`src/rtl/instr_mem_pkg.sv`:
```
// Shared types and default geometry for the instruction fetch memory.
package instr_mem_pkg;

  typedef enum logic [1:0] {
    IDLE = 2'd0,
    LOAD = 2'd1,
    RUN  = 2'd2
  } fetch_state_t;

  localparam int DEF_DATA_W = 8;
  localparam int DEF_ADDR_W = 8;
  localparam int DEF_DEPTH  = 256;
  localparam logic [DEF_DATA_W-1:0] DEF_NOP_WORD = '0;

endpackage

```
`src/rtl/instr_mem_array.sv`:
```
// Instruction storage: one synchronous write port, one synchronous read port, no reset.
module instr_mem_array #(
  parameter int DATA_W = 8,
  parameter int IDX_W  = 8,
  parameter int DEPTH  = 256
) (
  input  logic              clk,
  input  logic              we,
  input  logic [IDX_W-1:0]  waddr,
  input  logic [DATA_W-1:0] wdata,
  input  logic              re,
  input  logic [IDX_W-1:0]  raddr,
  output logic [DATA_W-1:0] rdata
);

  logic [DATA_W-1:0] mem [DEPTH];

  // rdata only moves on a read, so it holds the last fetched word between reads.
  always_ff @(posedge clk) begin
    if (we) mem[waddr] <= wdata;
    if (re) rdata <= mem[raddr];
  end

endmodule

```
`src/rtl/instr_fetch_mem.sv`:
```
// Loadable instruction memory with a one-cycle-latency fetch port and IDLE/LOAD/RUN control.
module instr_fetch_mem
  import instr_mem_pkg::*;
#(
  parameter int DATA_W = DEF_DATA_W,
  parameter int ADDR_W = DEF_ADDR_W,
  parameter int DEPTH  = DEF_DEPTH,
  parameter logic [DATA_W-1:0] NOP_WORD = DATA_W'(DEF_NOP_WORD)
) (
  input  logic              clk,
  input  logic              rst,
  input  logic              prog_req,
  input  logic              prog_we,
  input  logic [ADDR_W-1:0] prog_addr,
  input  logic [DATA_W-1:0] prog_data,
  input  logic              prog_done,
  input  logic              fetch_req,
  input  logic [ADDR_W-1:0] fetch_addr,
  output logic              fetch_ready,
  output logic              instr_valid,
  output logic [DATA_W-1:0] instr_data,
  output logic              addr_err,
  output logic              loaded,
  output logic [ADDR_W:0]   prog_count
);

  localparam int IDX_W = (DEPTH > 1) ? $clog2(DEPTH) : 1;
  localparam logic [ADDR_W:0] DEPTH_L = (ADDR_W+1)'(DEPTH);

  fetch_state_t      state;
  logic              rsp_valid;
  logic              rsp_nop;
  logic              has_data;
  logic [DATA_W-1:0] mem_rdata;

  logic prog_in_range;
  logic fetch_in_range;
  logic wr_en;
  logic fetch_acc;

  assign prog_in_range  = ({1'b0, prog_addr}  < DEPTH_L);
  assign fetch_in_range = ({1'b0, fetch_addr} < DEPTH_L);
  assign wr_en     = !rst && (state == LOAD) && prog_we && prog_in_range;
  assign fetch_acc = !rst && (state == RUN) && fetch_req;

  instr_mem_array #(
    .DATA_W (DATA_W),
    .IDX_W  (IDX_W),
    .DEPTH  (DEPTH)
  ) u_array (
    .clk   (clk),
    .we    (wr_en),
    .waddr (prog_addr[IDX_W-1:0]),
    .wdata (prog_data),
    .re    (fetch_acc && fetch_in_range),
    .raddr (fetch_addr[IDX_W-1:0]),
    .rdata (mem_rdata)
  );

  // The response stage is decoupled from the state, so a fetch accepted while
  // leaving RUN still answers on the following cycle.
  always_ff @(posedge clk) begin
    if (rst) begin
      state      <= IDLE;
      loaded     <= 1'b0;
      prog_count <= '0;
      rsp_valid  <= 1'b0;
      rsp_nop    <= 1'b0;
      has_data   <= 1'b0;
    end else begin
      rsp_valid <= fetch_acc;
      if (fetch_acc) begin
        has_data <= 1'b1;
        rsp_nop  <= !fetch_in_range;
      end
      case (state)
        IDLE: begin
          if (prog_req) begin
            state      <= LOAD;
            prog_count <= '0;
          end
        end
        LOAD: begin
          if (wr_en && (prog_count < DEPTH_L)) prog_count <= prog_count + (ADDR_W+1)'(1);
          if (prog_done) begin
            state  <= RUN;
            loaded <= 1'b1;
          end
        end
        RUN: begin
          if (prog_req) begin
            state      <= LOAD;
            prog_count <= '0;
          end
        end
        default: state <= IDLE;
      endcase
    end
  end

  assign fetch_ready = (state == RUN);
  assign instr_valid = rsp_valid;
  assign addr_err    = rsp_valid && rsp_nop;

  // Before any fetch after reset the array output is meaningless, so show zero.
  always_comb begin
    instr_data = '0;
    if (has_data) instr_data = rsp_nop ? NOP_WORD : mem_rdata;
  end

endmodule
```
`config.mk`:
```
export PLATFORM = sky130hd
export DESIGN_NAME = instr_fetch_mem
export DESIGN_NICKNAME = d
export VERILOG_FILES = /design/src/rtl/instr_mem_pkg.sv /design/src/rtl/instr_mem_array.sv /design/src/rtl/instr_fetch_mem.sv
export SDC_FILE = /design/constraint.sdc
export NUM_CORES = 2
export LEC_CHECK = 0
export BUFFER_PORTS_ARGS = -buffer_cell sky130_fd_sc_hd__buf_2
export CAP_MARGIN = 10
export CORE_MARGIN = 2
export CORE_UTILIZATION = 55
export DETAILED_ROUTE_END_ITERATION = 8
export GPL_TIMING_DRIVEN = 0
export PLACE_DENSITY = 0.75
export REMOVE_ABC_BUFFERS = 1
export SKIP_LAST_GASP = 1
export SLEW_MARGIN = 20
export SYNTH_ARGS = -nofsm -noshare
export SYNTH_HDL_FRONTEND = slang
export SYNTH_SLANG_ARGS = --single-unit
```
`constraint.sdc`:
```
create_clock -name clk -period 2.4 [get_ports clk]
set_input_delay 0.24 -clock clk [delete_from_list [all_inputs] [get_ports clk]]
set_output_delay 0.24 -clock clk [all_outputs]
set_load 0.005 [all_outputs]
```
### Yosys cells after proc, flatten, opt, wreduce, memory -nomap -nowiden

Memory sizes are Yosys's and may differ from the RTL's. A register that Yosys moved wholly into a read port is not among the register bits.
Index checks and enable logic that the tools add are counted.
W data, S select, Z words.

* bits in registers: 14
* memories: 1
* bits in writable memories: 2048
* bits in latches: 0
* input port bits: 30
* bits in read-only memories: 0

Memory list
* u_array.mem: depth 256, width 8, rd ports 1, clocked after Yosys merged registers in 1, write ports 1, line instr_mem_array.sv:16 `logic [DATA_W-1:0] mem [DEPTH];`

* div/mod/pow operators: 0
* mux-type cells: 9
* bitwise gates (word level): 0
* multipliers: 0
* reduce and logical (&&, ||, !) cells: 12
* order comparisons: 1
* shift operators: 0
* eq/ne operators: 5
* $add $sub $neg: 1

Operators by type and width (number)
* $mux W9: 2
* $pmux W9 S2: 1
* $add A9 B1 Y9 const B: 1
* $lt A9 B9 Y1 const B: 1
* $mux W8: 1
* $logic_and A1 B1 Y1: 5
* $mux W2: 2
* $ne A2 B1 Y1 const B: 2
* $pmux W2 S2: 1
* $reduce_and A2 Y1: 2
* $reduce_and A3 Y1: 1
* $eq A2 B1 Y1 const B: 1
* $eq A2 B2 Y1 const B: 1
* $logic_not A2 Y1: 1
* $mux W1: 2
* $ne A2 B2 Y1 const B: 1
* $reduce_bool A2 Y1: 1
* $reduce_or A2 Y1: 1
* $logic_not A1 Y1: 1

### Logic depth before layout (Yosys ltp)

* depth in word-level cells: 6
* mapped depth: 11
* mapped depth without buffers: 6

### By module

A second synthesis with hierarchy kept.

* cells, all modules: 3812
* area total of the unflattened synthesis: 80325.8 um2

Modules (own cells, without submodules)
* instr_mem_array: area each 79636.4 um2, times used 1, cells each 3733, seq. area each 61739.2 um2
* instr_fetch_mem: area each 689.4 um2, times used 1, cells each 79, seq. area each 280.3 um2

### Worst setup path after synthesis

No wires, ideal clock.

* path kind: register to register
* start point: register state[0]
* end point: memory u_array.mem[112][0] (enable)
* library setup time: 370 ps
* clock period less this slack: 2397 ps
* arrival: 2026 ps
* setup slack: 3 ps
* data required time: 2030 ps
* path buffers: 3
* cell stages (with the launch flop): 7
* path through: dfxtp_1 nor4bb_1 clkbuf_1 clkbuf_1 nand3_1 clkbuf_1 nor2_1

* cells in the longest elaborated chain, start to end: 5

Ends and longest elaborated chain
* start, declared: line instr_fetch_mem.sv:30 `fetch_state_t state;`
* start signal, assigned: line instr_fetch_mem.sv:64 `state <= IDLE;`
* start signal, assigned: line instr_fetch_mem.sv:79 `state <= LOAD;`
* start signal, assigned: line instr_fetch_mem.sv:86 `state <= RUN;`
* $eq A2 B1 Y1: line instr_fetch_mem.sv:43 `assign wr_en = !rst && (state == LOAD) && prog_we && prog_in_range;`
* $logic_and A1 B1 Y1 (2 in a row): line instr_fetch_mem.sv:43
* $mux W1: line instr_mem_array.sv:20 `if (we) mem[waddr] <= wdata;`
* $mux W1 (not written as such): line instr_mem_array.sv:20
* end, declared: line instr_mem_array.sv:16

No other way between the ends.

==> flow_metrics.env <==
export IMPL_htree_levels=4
export IMPL_cp_arrival_ns=3.09
export IMPL_drt_iter0_drc=6107
export IMPL_critPathKind="flop to flop"
export IMPL_syn_cell_area_um2=80110
export IMPL_path_cells="mux4_2 -> a22oi_1 -> a41oi_1 -> nor4_4 -> nor4_4"
export IMPL_die_x_um=385.6
export IMPL_hpwlAfterDp_mm=111.0
export IMPL_tightest_slew_ns=1.284
export IMPL_globalRoute_totalOverflow=0
export IMPL_dr_total_vias=41960
export IMPL_path_clk_slew_ns=0.06
export IMPL_antenna_found_initial=6
export IMPL_hold_viol=0
export IMPL_end_kind="flop"
export IMPL_clock_latency_ns=0.84
export IMPL_via_per_inst=6.835
export IMPL_die_area_um2=148700
export IMPL_p_leak_nw=28.79
export IMPL_ff_latch_area_um2=62020
export IMPL_critPathMaxStageDelay_ns=0.53
export IMPL_fin_cells=6139
export IMPL_drive_gt1_share_pct=31.73
export IMPL_dp_cells=5635
export IMPL_syn_area_per_cell_um2=20.88
export IMPL_start_util_pct=55.23
export IMPL_grt_pass1_vias=41450
export IMPL_r2r_setup_slack_ns=-0.16
export IMPL_timing_critical_path_buf_inv=0
export IMPL_fin_nets=4090
export IMPL_grt_usage_pct=27.77
export IMPL_cts_tree="done"
export IMPL_row_count=140
export IMPL_fin_crit_ns=2.563
export IMPL_max_freq_mhz=390.1
export IMPL_chipHeight_um=385.6
export IMPL_cp_max_fo=1
export IMPL_relSlewSlack_pct=14.20
export IMPL_yosys_register_bits=2070
export IMPL_synth_cells=3837
export IMPL_synth_async_sr_flop_share_pct=0
export IMPL_avgRoutedWirePerCell_um=33.85
export IMPL_core_area_um2=145000
export IMPL_path_delay_family="compound AO/OA/AOI/OAI gates"
export IMPL_setup_viol=441
export IMPL_totalWireLength_mm=207.8
export IMPL_crit_slowest_cell="nor4_4"
export IMPL_grt_max_degree=133
export IMPL_synth_edf_count=2056
export IMPL_synthFlopType="edfxtp_1"
export IMPL_ioPinCount=51
export IMPL_cellPowerDensity_nw_per_um2=793.9
export IMPL_peakVddDrop_mv=0.7237
export IMPL_area_delta_synth_final_pct=17.13
export IMPL_start_kind="flop"
export IMPL_violations="DRC, setup timing"
export IMPL_drc_errors=1
export IMPL_grt_pass1_wl_mm=293.2
export IMPL_multiInputGateArea_um2=18980
export IMPL_yosysUniqueCellTypes=59
export IMPL_required_ns=2.93
export IMPL_cts_buffer_depth=3
export IMPL_ant_nets=0
export IMPL_slew_violations=0
export IMPL_io_buffers=49
export IMPL_cts_buffers=193
export IMPL_nFillCells=8950
export IMPL_synth_warnings=0
export IMPL_finalClockSkew_ns=0.02953
export IMPL_whs_ns=0.01876
export IMPL_final_util_pct=64.69
export IMPL_gp_congestion=0.8383
export IMPL_grt_setup_unrepaired="yes"
export IMPL_max_cap_viol_count=0
export IMPL_crit_top_cell="nor4_4"
export IMPL_status="complete, but fails checks"
export IMPL_fin_ws_ns=-0.1633
export IMPL_clock_sinks=2070
export IMPL_yosysSeqAreaShare_pct=77.42
export IMPL_dr_pass1_iters=9
export IMPL_period_share_pct=106.8
export IMPL_hold_class="input port to flop"
export IMPL_root_buffer="clkbuf_16"
[path summary, 6_finish.rpt]
path / depth (start not counted) / to / start
worst min-delay path: 2 / u_array.mem[80][5] / prog_data[5]
worst min register to register: 2 / prog_count[7] / prog_count[7]
worst max-delay path: 5 / u_array.rdata[2] / u_array.mem[58][2]
worst max register to register: 5 / u_array.rdata[2] / u_array.mem[58][2]
[placed cells by master (no fill, tap or decap), types with 9 or more instances in the layout]
cell	n
a31oi_1	9
nor2b_1	12
nand2_2	10
buf_4	71
edfxtp_1	2056
bufinv_16	22
mux2i_1	112
dlygate4sd3_1	16
nand3_1	20
o2bb2ai_1	9
nor2_4	180
nor4_4	19
o221ai_1	27
o22ai_1	26
clkbuf_1	38
nand2b_1	9
a211oi_1	12
clkbuf_16	198
a22oi_1	177
buf_8	13
clkinv_1	43
buf_16	51
nand3_4	10
mux4_2	446
a21oi_2	10
buf_6	17
a22oi_2	9
a21oi_1	114
clkinv_2	36
nand4_1	12
dfxtp_1	12
o21ai_0	27
buf_2	38
nor2_1	30
and2_1	11
buf_12	46
nand2_1	34
nor2_2	66
bufbuf_16	15
[metal layers]
metal  vias to the layer above  GRT usage (%)  share of wire [%]
li1                      16540              -                  -
met4                         6          11.58                4.4
met5                         -              0              0.018
met3                       516          6.765                 12
met2                      3109          43.47                 48
met1                     21790          37.85                 35
[cells in the mapped netlist (all sizes together), types with 3 or more instances]
master | count | area, um^2
a221oi | 8 | 70.07
buf | 134 | 1010
or3 | 5 | 31.28
a21oi | 124 | 620.6
and3b | 3 | 26.28
o221ai | 28 | 251.5
nand2 | 45 | 168.9
nor2 | 276 | 1036
o32ai | 3 | 26.28
nand3b | 8 | 60.06
clkbuf | 108 | 405.4
and3 | 6 | 37.54
a22o | 3 | 26.28
nor2b | 16 | 100.1
o22ai | 26 | 162.7
nand3 | 34 | 170.2
nand4 | 12 | 75.07
nor4 | 25 | 162.6
mux4 | 446 | 10040
dfxtp | 14 | 280.3
mux2 | 4 | 45.04
and2 | 13 | 81.33
edfxtp | 2056 | 61740
a21boi | 3 | 22.52
o31ai | 8 | 60.06
a22oi | 186 | 1396
o21ai | 34 | 170.2
nand2b | 11 | 68.82
o2bb2ai | 10 | 87.58
nor3 | 12 | 60.06
mux2i | 113 | 1131
a211oi | 15 | 127.6
inv | 8 | 30.03
xor2 | 4 | 35.03
a31oi | 9 | 56.30
a41oi | 5 | 43.79
a2111oi | 3 | 26.28
or2 | 6 | 37.54
[state kept, by name, indices dropped and copies added (netlist names)]
name           cells
state              2
loaded             1
u_array.rdata      8
prog_count         9
u_array.mem     2048
instr_valid        1
has_data           1
[per-stage QoR]
stage | setup slack (ns) | area (um^2) | power, mW | setup TNS, ns
2_1_floorplan | -1.031 | 78690 | 41.88 | -1908.22
3_3_place_gp | -17.72 | 81330 | 44.76 | -
3_5_place_dp | -2.875 | 83230 | 43.92 | -1228.43
4_1_cts | -0.3675 | 93050 | 74.32 | -139.95
5_1_grt | -0.2101 | 93820 | 76.05 | -48.79
6_report | -0.1633 | 93830 | 74.49 | -25.84
[where the power goes]
part,switching (mW),internal (mW),leakage (nW)
clock network,13.4,17.3,3.05
registers,0.00630,39.7,18.6
logic,2.56,1.50,7.16
[cell families (layout without fill, tap and decap cells)]
logic type / Yosys count / in the layout / share of synthesized area, %
flip-flops: 2070 / 2070 / 77.42
multiplexers: 563 / 563 / 14.01
AND/OR/NAND/NOR: 476 / 476 / 2.701
AO/OA/AOI/OAI: 471 / 471 / 3.991
buffers and inverters: 250 / 633 / 1.804
XOR/XNOR: 5 / 5 / 0.05467
adder cells (fa/ha/maj): 1 / 1 / 0.01562
other: 1 / 3 / 0.004681
[worst register-to-register path, cell delays in order, from the launching register on]
cell,delay [ns]
edfxtp_1,0.36
mux4_2,0.51
a22oi_1,0.40
a41oi_1,0.35
nor4_4,0.54
nor4_4,0.10
[timing repair]
| action | in CTS | in global routing |
|---|---|---|
| gates resized for setup | 443 | 109 |
| buffers inserted | 81 | 19 |
| setup endpoints to repair | 2032 | 1886 |
| hold buffers | 16 | 0 |
| gates cloned | 23 | 2 |
| pin swaps | 63 | 14 |
| hold endpoints to repair | 298 | 0 |
[layout make-up]
cell class                      instances  share of cell area (%)
Multi-Input combinational cell       1517                   20.22
Clock buffer                          234                   5.380
Inverter                                8                 0.03201
Timing Repair Buffer                  269                   4.405
Sequential cell                      2070                   66.10
Clock inverter                        122                   1.294
Antenna cell                            2                0.005334
Tap cell                             1917                   2.556
No activity file was read; power rests on OpenSTA's default activity.
